`src/rtl/tof_pkg.sv`:
```
// Shared types and default constants for the ToF tank-measurement pipeline.
package tof_pkg;

    typedef enum logic [1:0] {
        IDLE  = 2'd0,
        ACCUM = 2'd1,
        MUL   = 2'd2,
        OUT   = 2'd3
    } vol_state_t;

    localparam int unsigned N_PLANES_DEF = 8;
    localparam int unsigned SURF_W_DEF   = 32;
    localparam int unsigned VOL_W_DEF    = 48;
    localparam logic [15:0] DZ_DEF       = 16'd10;

endpackage : tof_pkg

```
`src/rtl/sat_add.sv`:
```
// Unsigned saturating adder: clamps to all ones on carry-out and flags it.
module sat_add #(
    parameter int unsigned W = 8
) (
    input  logic [W-1:0] a_i,
    input  logic [W-1:0] b_i,
    output logic [W-1:0] sum_o,
    output logic         ovf_o
);

    logic [W:0] raw;

    // Full-width add, then clamp when the carry bit is set.
    always_comb begin
        raw   = {1'b0, a_i} + {1'b0, b_i};
        ovf_o = raw[W];
        sum_o = raw[W] ? '1 : raw[W-1:0];
    end

endmodule : sat_add

```
`src/rtl/plane_vol_accum.sv`:
```
// Frame volume accumulator: sums N_PLANES surface values, scales the total
// by the plane spacing DZ and hands the volume out over valid/ready.
module plane_vol_accum
    import tof_pkg::*;
#(
    parameter int unsigned SURF_W   = SURF_W_DEF,
    parameter int unsigned N_PLANES = N_PLANES_DEF,
    parameter logic [15:0] DZ       = DZ_DEF,
    parameter int unsigned VOL_W    = VOL_W_DEF
) (
    input  logic                        clk,
    input  logic                        rst,
    input  logic                        start,
    input  logic                        surf_vld,
    input  logic [SURF_W-1:0]           surf,
    output logic                        surf_ack,
    output logic [VOL_W-1:0]            vol,
    output logic                        vol_vld,
    input  logic                        vol_rdy,
    output logic [$clog2(N_PLANES)-1:0] plane_idx,
    output logic                        busy,
    output logic                        ovf
);

    localparam int unsigned IDX_W = $clog2(N_PLANES);
    localparam int unsigned PRD_W = VOL_W + 16;

    vol_state_t       state_q;
    logic [VOL_W-1:0] acc_q;
    logic [VOL_W-1:0] vol_q;
    logic [IDX_W-1:0] idx_q;
    logic             ack_q;
    logic             vol_vld_q;
    logic             ovf_q;

    logic [VOL_W-1:0] surf_ext;
    logic [VOL_W-1:0] acc_d;
    logic             add_ovf;
    logic [PRD_W-1:0] prod;
    logic             mul_ovf;
    logic [VOL_W-1:0] vol_d;
    logic             last_plane;

    // Zero-extend the incoming surface to accumulator width.
    always_comb begin
        surf_ext = VOL_W'(surf);
    end

    sat_add #(
        .W(VOL_W)
    ) u_acc_add (
        .a_i  (acc_q),
        .b_i  (surf_ext),
        .sum_o(acc_d),
        .ovf_o(add_ovf)
    );

    // Full-width scale by DZ; any bit above VOL_W forces saturation.
    always_comb begin
        prod    = PRD_W'(acc_q) * PRD_W'(DZ);
        mul_ovf = |prod[PRD_W-1 -: 16];
        vol_d   = mul_ovf ? '1 : prod[VOL_W-1:0];
    end

    // The plane counter is IDX_W wide, so for a power-of-two N_PLANES it
    // reads 0 again once the final plane of the frame has been accepted.
    always_comb begin
        last_plane = (idx_q == IDX_W'(N_PLANES - 1));
    end

    // Frame FSM with all outputs registered.
    always_ff @(posedge clk or negedge rst) begin
        if (!rst) begin
            state_q   <= IDLE;
            acc_q     <= '0;
            vol_q     <= '0;
            idx_q     <= '0;
            ack_q     <= 1'b0;
            vol_vld_q <= 1'b0;
            ovf_q     <= 1'b0;
        end else begin
            ack_q <= 1'b0;
            case (state_q)
                IDLE: begin
                    if (start) begin
                        state_q <= ACCUM;
                        acc_q   <= '0;
                        idx_q   <= '0;
                        ovf_q   <= 1'b0;
                    end
                end
                ACCUM: begin
                    if (start) begin
                        acc_q <= '0;
                        idx_q <= '0;
                        ovf_q <= 1'b0;
                    end else if (surf_vld) begin
                        acc_q <= acc_d;
                        ovf_q <= ovf_q | add_ovf;
                        idx_q <= idx_q + 1'b1;
                        ack_q <= 1'b1;
                        if (last_plane) begin
                            state_q <= MUL;
                        end
                    end
                end
                MUL: begin
                    vol_q     <= vol_d;
                    ovf_q     <= ovf_q | mul_ovf;
                    vol_vld_q <= 1'b1;
                    state_q   <= OUT;
                end
                OUT: begin
                    if (vol_rdy) begin
                        vol_vld_q <= 1'b0;
                        state_q   <= IDLE;
                    end
                end
                default: begin
                    state_q <= IDLE;
                end
            endcase
        end
    end

    // Output drive from registered state.
    always_comb begin
        surf_ack  = ack_q;
        vol       = vol_q;
        vol_vld   = vol_vld_q;
        plane_idx = idx_q;
        busy      = (state_q != IDLE);
        ovf       = ovf_q;
    end

endmodule : plane_vol_accum

```
`config.mk`:
```
export PLATFORM = sky130hd
export DESIGN_NAME = plane_vol_accum
export DESIGN_NICKNAME = d
export VERILOG_FILES = /design/src/rtl/tof_pkg.sv /design/src/rtl/sat_add.sv /design/src/rtl/plane_vol_accum.sv
export SDC_FILE = /design/constraint.sdc
export NUM_CORES = 1
export LEC_CHECK = 0
export ABC_AREA = 1
export BUFFER_PORTS_ARGS = -buffer_cell sky130_fd_sc_hd__buf_2
export CAP_MARGIN = 20
export CORE_MARGIN = 4
export CORE_UTILIZATION = 30
export CTS_BUF_LIST = sky130_fd_sc_hd__clkbuf_16
export DETAILED_ROUTE_END_ITERATION = 6
export GPL_TIMING_DRIVEN = 0
export MAX_ROUTING_LAYER = met4
export SKIP_CTS_REPAIR_TIMING = 1
export SLEW_MARGIN = 40
export SYNTH_ARGS = -nofsm -noshare
export SYNTH_HDL_FRONTEND = slang
export SYNTH_SLANG_ARGS = --single-unit
```
`constraint.sdc`:
```
create_clock -name clk -period 8.8 [get_ports clk]
set_clock_uncertainty 0.15 [all_clocks]
set_input_delay 1.76 -clock clk [delete_from_list [all_inputs] [get_ports clk]]
set_output_delay 1.76 -clock clk [all_outputs]
set_load 0.02 [all_outputs]
```
==> impl_metrics.yaml <==
die:
  dieArea_um2: 39400
  row_count: 69
  ios: 92
  initial_core_util: 0.305
  core-area_um2: 35700
  fp.dieH_um: 198
  die_x_um: 198
drt:
  routed_wirelength_um: 37200
  detail_route.wl_per_cell_um: 16.4
  first_pass_iters: 5
  drc_errors: 0
  vias_per_cell: 4.92
  antenna_left: 0
  vias: 11142
  drtIter0Drc: 647
critical_path:
  critical_path_required_ps: 8920
  crit_path_top_delay_cell: "fa_1"
  timing.rr.start: "acc_q[1]"
  slowest_delay_ps: 410
  cp-startpoint: "surf[0]"
  cp-end-kind: "flop"
  reg2reg_depth: 18
  critPathTopFamily: "compound AO/OA/AOI/OAI gates"
  arrival_ps: 4510
  rrSetupSlack_ps: 5170
  cp_cell_sequence: "buf_2 > ha_1 > fa_1 > nand3_1 > nand2_1 > nand2_1 > nand2_1 > a21oi_1 > o21ai_1 > nand2_1 > nand2_1 > clkbuf_2 > o21ai_0 > o21ai_0"
  cp-start-kind: "input port"
  critical_path_class: "input port to flop"
  worst_r2r_endpoint: "vol[41]"
  path_common_cell: "nand2_1"
  critPathBufInv: 2
  cp_max_fo: 10
flow_run:
  cap_violations: 0
grt:
  top_usage_layer: "met2"
  use_met2: 0.306
  grt_use_total: 0.196
  met1_usage: 0.271
  grt_pass1_wl_um: 58200
  antenna_found_initial: 0
  grt_overflow_total: 0
  met3_usage: 0.0257
  grt_pass1_vias: 10584
  grt_max_degree: 60
finish:
  finalNetCount: 1968
  synthToLayoutAreaGrowth_pct: 12.5
  drive_above_1_share: 0.0860
  post-route-cell-area_um2: 12200
  antenna_cells: 0
power:
  powerDensity_nw_per_um2: 233
  p_sw_mw: 1.46
  combPwrFrac: 0.568
  p_seq_frac: 0.285
  clkPwrFrac: 0.147
  intPower_mw: 1.39
  p_leak_nw: 6.74
  swShare: 0.513
  ir_worst_vdd_mv: 0.113
sta:
  min_period_ps: 4390
  finalSetupViolCount: 0
  slew_violations: 0
  final_hold_viol_count: 0
  tns_ps: 0
  fin_ws_ps: 4410
  tightest_slew_ps: 690
  finalCritPeriodShare: 0.499
  relSlewSlack: 0.540
  timing.fmax_ghz: 0.228
  rsz0062_at_grt: "no"
synth:
  ys.warnings.count: 0
  yosys.area_share.adder: 0.154
  synth_area_um2: 10900
  syn-num-nets: 1865
  synth_top_family_by_area: "simple AND/OR/NAND/NOR gates"
  ys_seq_area_frac: 0.239
  synth_compound_area_frac: 0.139
  synth.avg_cell_area_um2: 6.42
  synthMuxAreaShare: 0
  synth-seq-cells: 104
  syn_inst: 1695
  synth_xor_area_frac: 0.0523
  ys_types: 39
  synthSimpleGateAreaFrac: 0.319
worst_hold_path:
  holdPathStages: 2
  hold_path_class: "flop to flop"
  min-delay-start: "vol[12]"
  holdPathEnd: "vol[12]"
place:
  place_ws_ps: 4000
  gp_congestion: 0.955
  numPortBuffers: 91
  hpwl_um: 31600
  placedInstanceArea_um2: 12000
cts:
  numCtsBuffers: 9
  htreeDepth: 3
  clock_latency_ps: 390
  root_buffer: "clkbuf_16"
  clkTransAtPathRegs_ps: 80
  cts_tree: "yes"
  cts_sinks: 104
  cts.path.max_buffers: 2
run_status:
  status: "complete, no violations"
## flip-flops by register name, summed over array words and instances, names as in the netlist
register   count
ovf            1
surf_ack       1
vol_vld        1
plane_idx      3
acc_q         48
vol           48
state_q        2
## worst reg2reg max path, stage by stage (launching register included)
cell     delay [ps]
dfrtp_1         440
ha_1            320
ha_1            220
fa_1            430
nand3_1         130
nand3_1         140
nand3_1         120
nand3_1         220
nand2_1         210
nand3_1          90
nand2_1          70
nand2_1          60
nor2_2          160
nand2_2         160
nor2_4          170
buf_6           200
inv_2            90
nor2_2           90
nor2_1           50
## routing by layer
layer / up-vias / wire length [um]
met5: - / 0
met4: 0 / 709
met3: 37 / 1810
met2: 270 / 16500
met1: 5147 / 18200
li1: 5688 / -
## worst max-delay path by stage
stage | end | depth (start not counted)
2_1_floorplan | acc_q[41] | 13
3_3_place_gp | acc_q[41] | 14
3_5_place_dp | acc_q[1] | 14
4_1_cts | acc_q[1] | 14
5_1_grt | acc_q[7] | 14
6_report | acc_q[1] | 14
## cell usage in the layout (no fill, tap or decap), types with 3 or more instances in the layout
cell type,netlist,routed
nand3_1,95,95
and2_1,6,6
nor2_2,17,17
buf_2,1,91
clkbuf_1,18,17
nor4_1,9,9
xor2_1,47,47
ha_1,131,131
inv_6,0,3
inv_1,239,239
nand4_1,18,18
nor2_1,181,181
dfrtp_1,104,104
xnor2_1,18,18
inv_2,8,8
nor3_1,17,17
a31oi_1,4,4
o211ai_1,3,3
o21a_1,5,5
a21oi_1,101,101
or2_2,3,3
nand2_1,488,488
o21ai_0,104,104
nand2_2,6,6
buf_6,3,3
o21ai_1,24,24
a21o_1,12,12
clkbuf_16,0,9
a31o_2,3,3
o21bai_1,17,17
## kinds of logic (layout without fill, tap and decap cells)
family | count (synthesis) | count (layout)
AND/OR/NAND/NOR | 844 | 844
AO/OA/AOI/OAI | 278 | 278
buffers and inverters | 271 | 379
adder cells (fa/ha/maj) | 133 | 133
flip-flops | 104 | 104
XOR/XNOR | 65 | 65
## stage by stage
stage          hold slack, ps   util  power (mW)  cells
2_1_floorplan             355      -        1.87   1695
3_3_place_gp              305  0.334        2.42   2247
3_5_place_dp              314  0.335        2.44   2248
4_1_cts                   333  0.343        2.88   2264
5_1_grt                   349  0.343        3.11   2264
6_report                  322  0.343        2.85   2264
## power groups by stage
stage	Clock [mW]	Sequential [mW]	Combinational [mW]
6_report	0.420	0.813	1.62
5_1_grt	0.452	0.832	1.83
4_1_cts	0.436	0.811	1.63
3_5_place_dp	0	0.820	1.61
3_3_place_gp	0	0.816	1.60
2_1_floorplan	0	0.901	0.967
## Yosys cell counts
cell type / instances / area, um2
nand2_1: 488 / 1830
inv_1: 239 / 897
nor2_1: 181 / 679
ha_1: 131 / 1640
dfrtp_1: 104 / 2600
o21ai_0: 104 / 521
a21oi_1: 101 / 505
nand3_1: 95 / 475
xor2_1: 47 / 412
o21ai_1: 24 / 120
clkbuf_1: 18 / 67.6
nand4_1: 18 / 113
xnor2_1: 18 / 158
nor2_2: 17 / 106
nor3_1: 17 / 85.1
o21bai_1: 17 / 128
a21o_1: 12 / 90.1
nor4_1: 9 / 56.3
inv_2: 8 / 30.0
and2_1: 6 / 37.5
nand2_2: 6 / 37.5
o21a_1: 5 / 37.5
a31oi_1: 4 / 25.0
a31o_2: 3 / 26.3
buf_6: 3 / 33.8
o211ai_1: 3 / 22.5
or2_2: 3 / 18.8
a21boi_0: 2 / 15.0
fa_1: 2 / 40.0
a211oi_1: 1 / 7.51
a21oi_2: 1 / 8.76
a22o_1: 1 / 8.76
and2_2: 1 / 7.51
and3_1: 1 / 6.26
buf_2: 1 / 5.00
buf_4: 1 / 7.51
clkbuf_2: 1 / 5.00
nand3b_1: 1 / 7.51
nor2_4: 1 / 11.3
## cell type report
| class | instances | area (um2) |
|---|---|---|
| Inverter | 247 | 927 |
| Tap cell | 461 | 577 |
| Fill cell | 3943 | 23400 |
| Buffer | 24 | 120 |
| Clock buffer | 9 | 225 |
| Multi-Input combinational cell | 1320 | 7240 |
| Sequential cell | 104 | 2600 |
| Timing Repair Buffer | 92 | 493 |
| Clock inverter | 7 | 61.3 |
(Power assumes the default switching activity.)
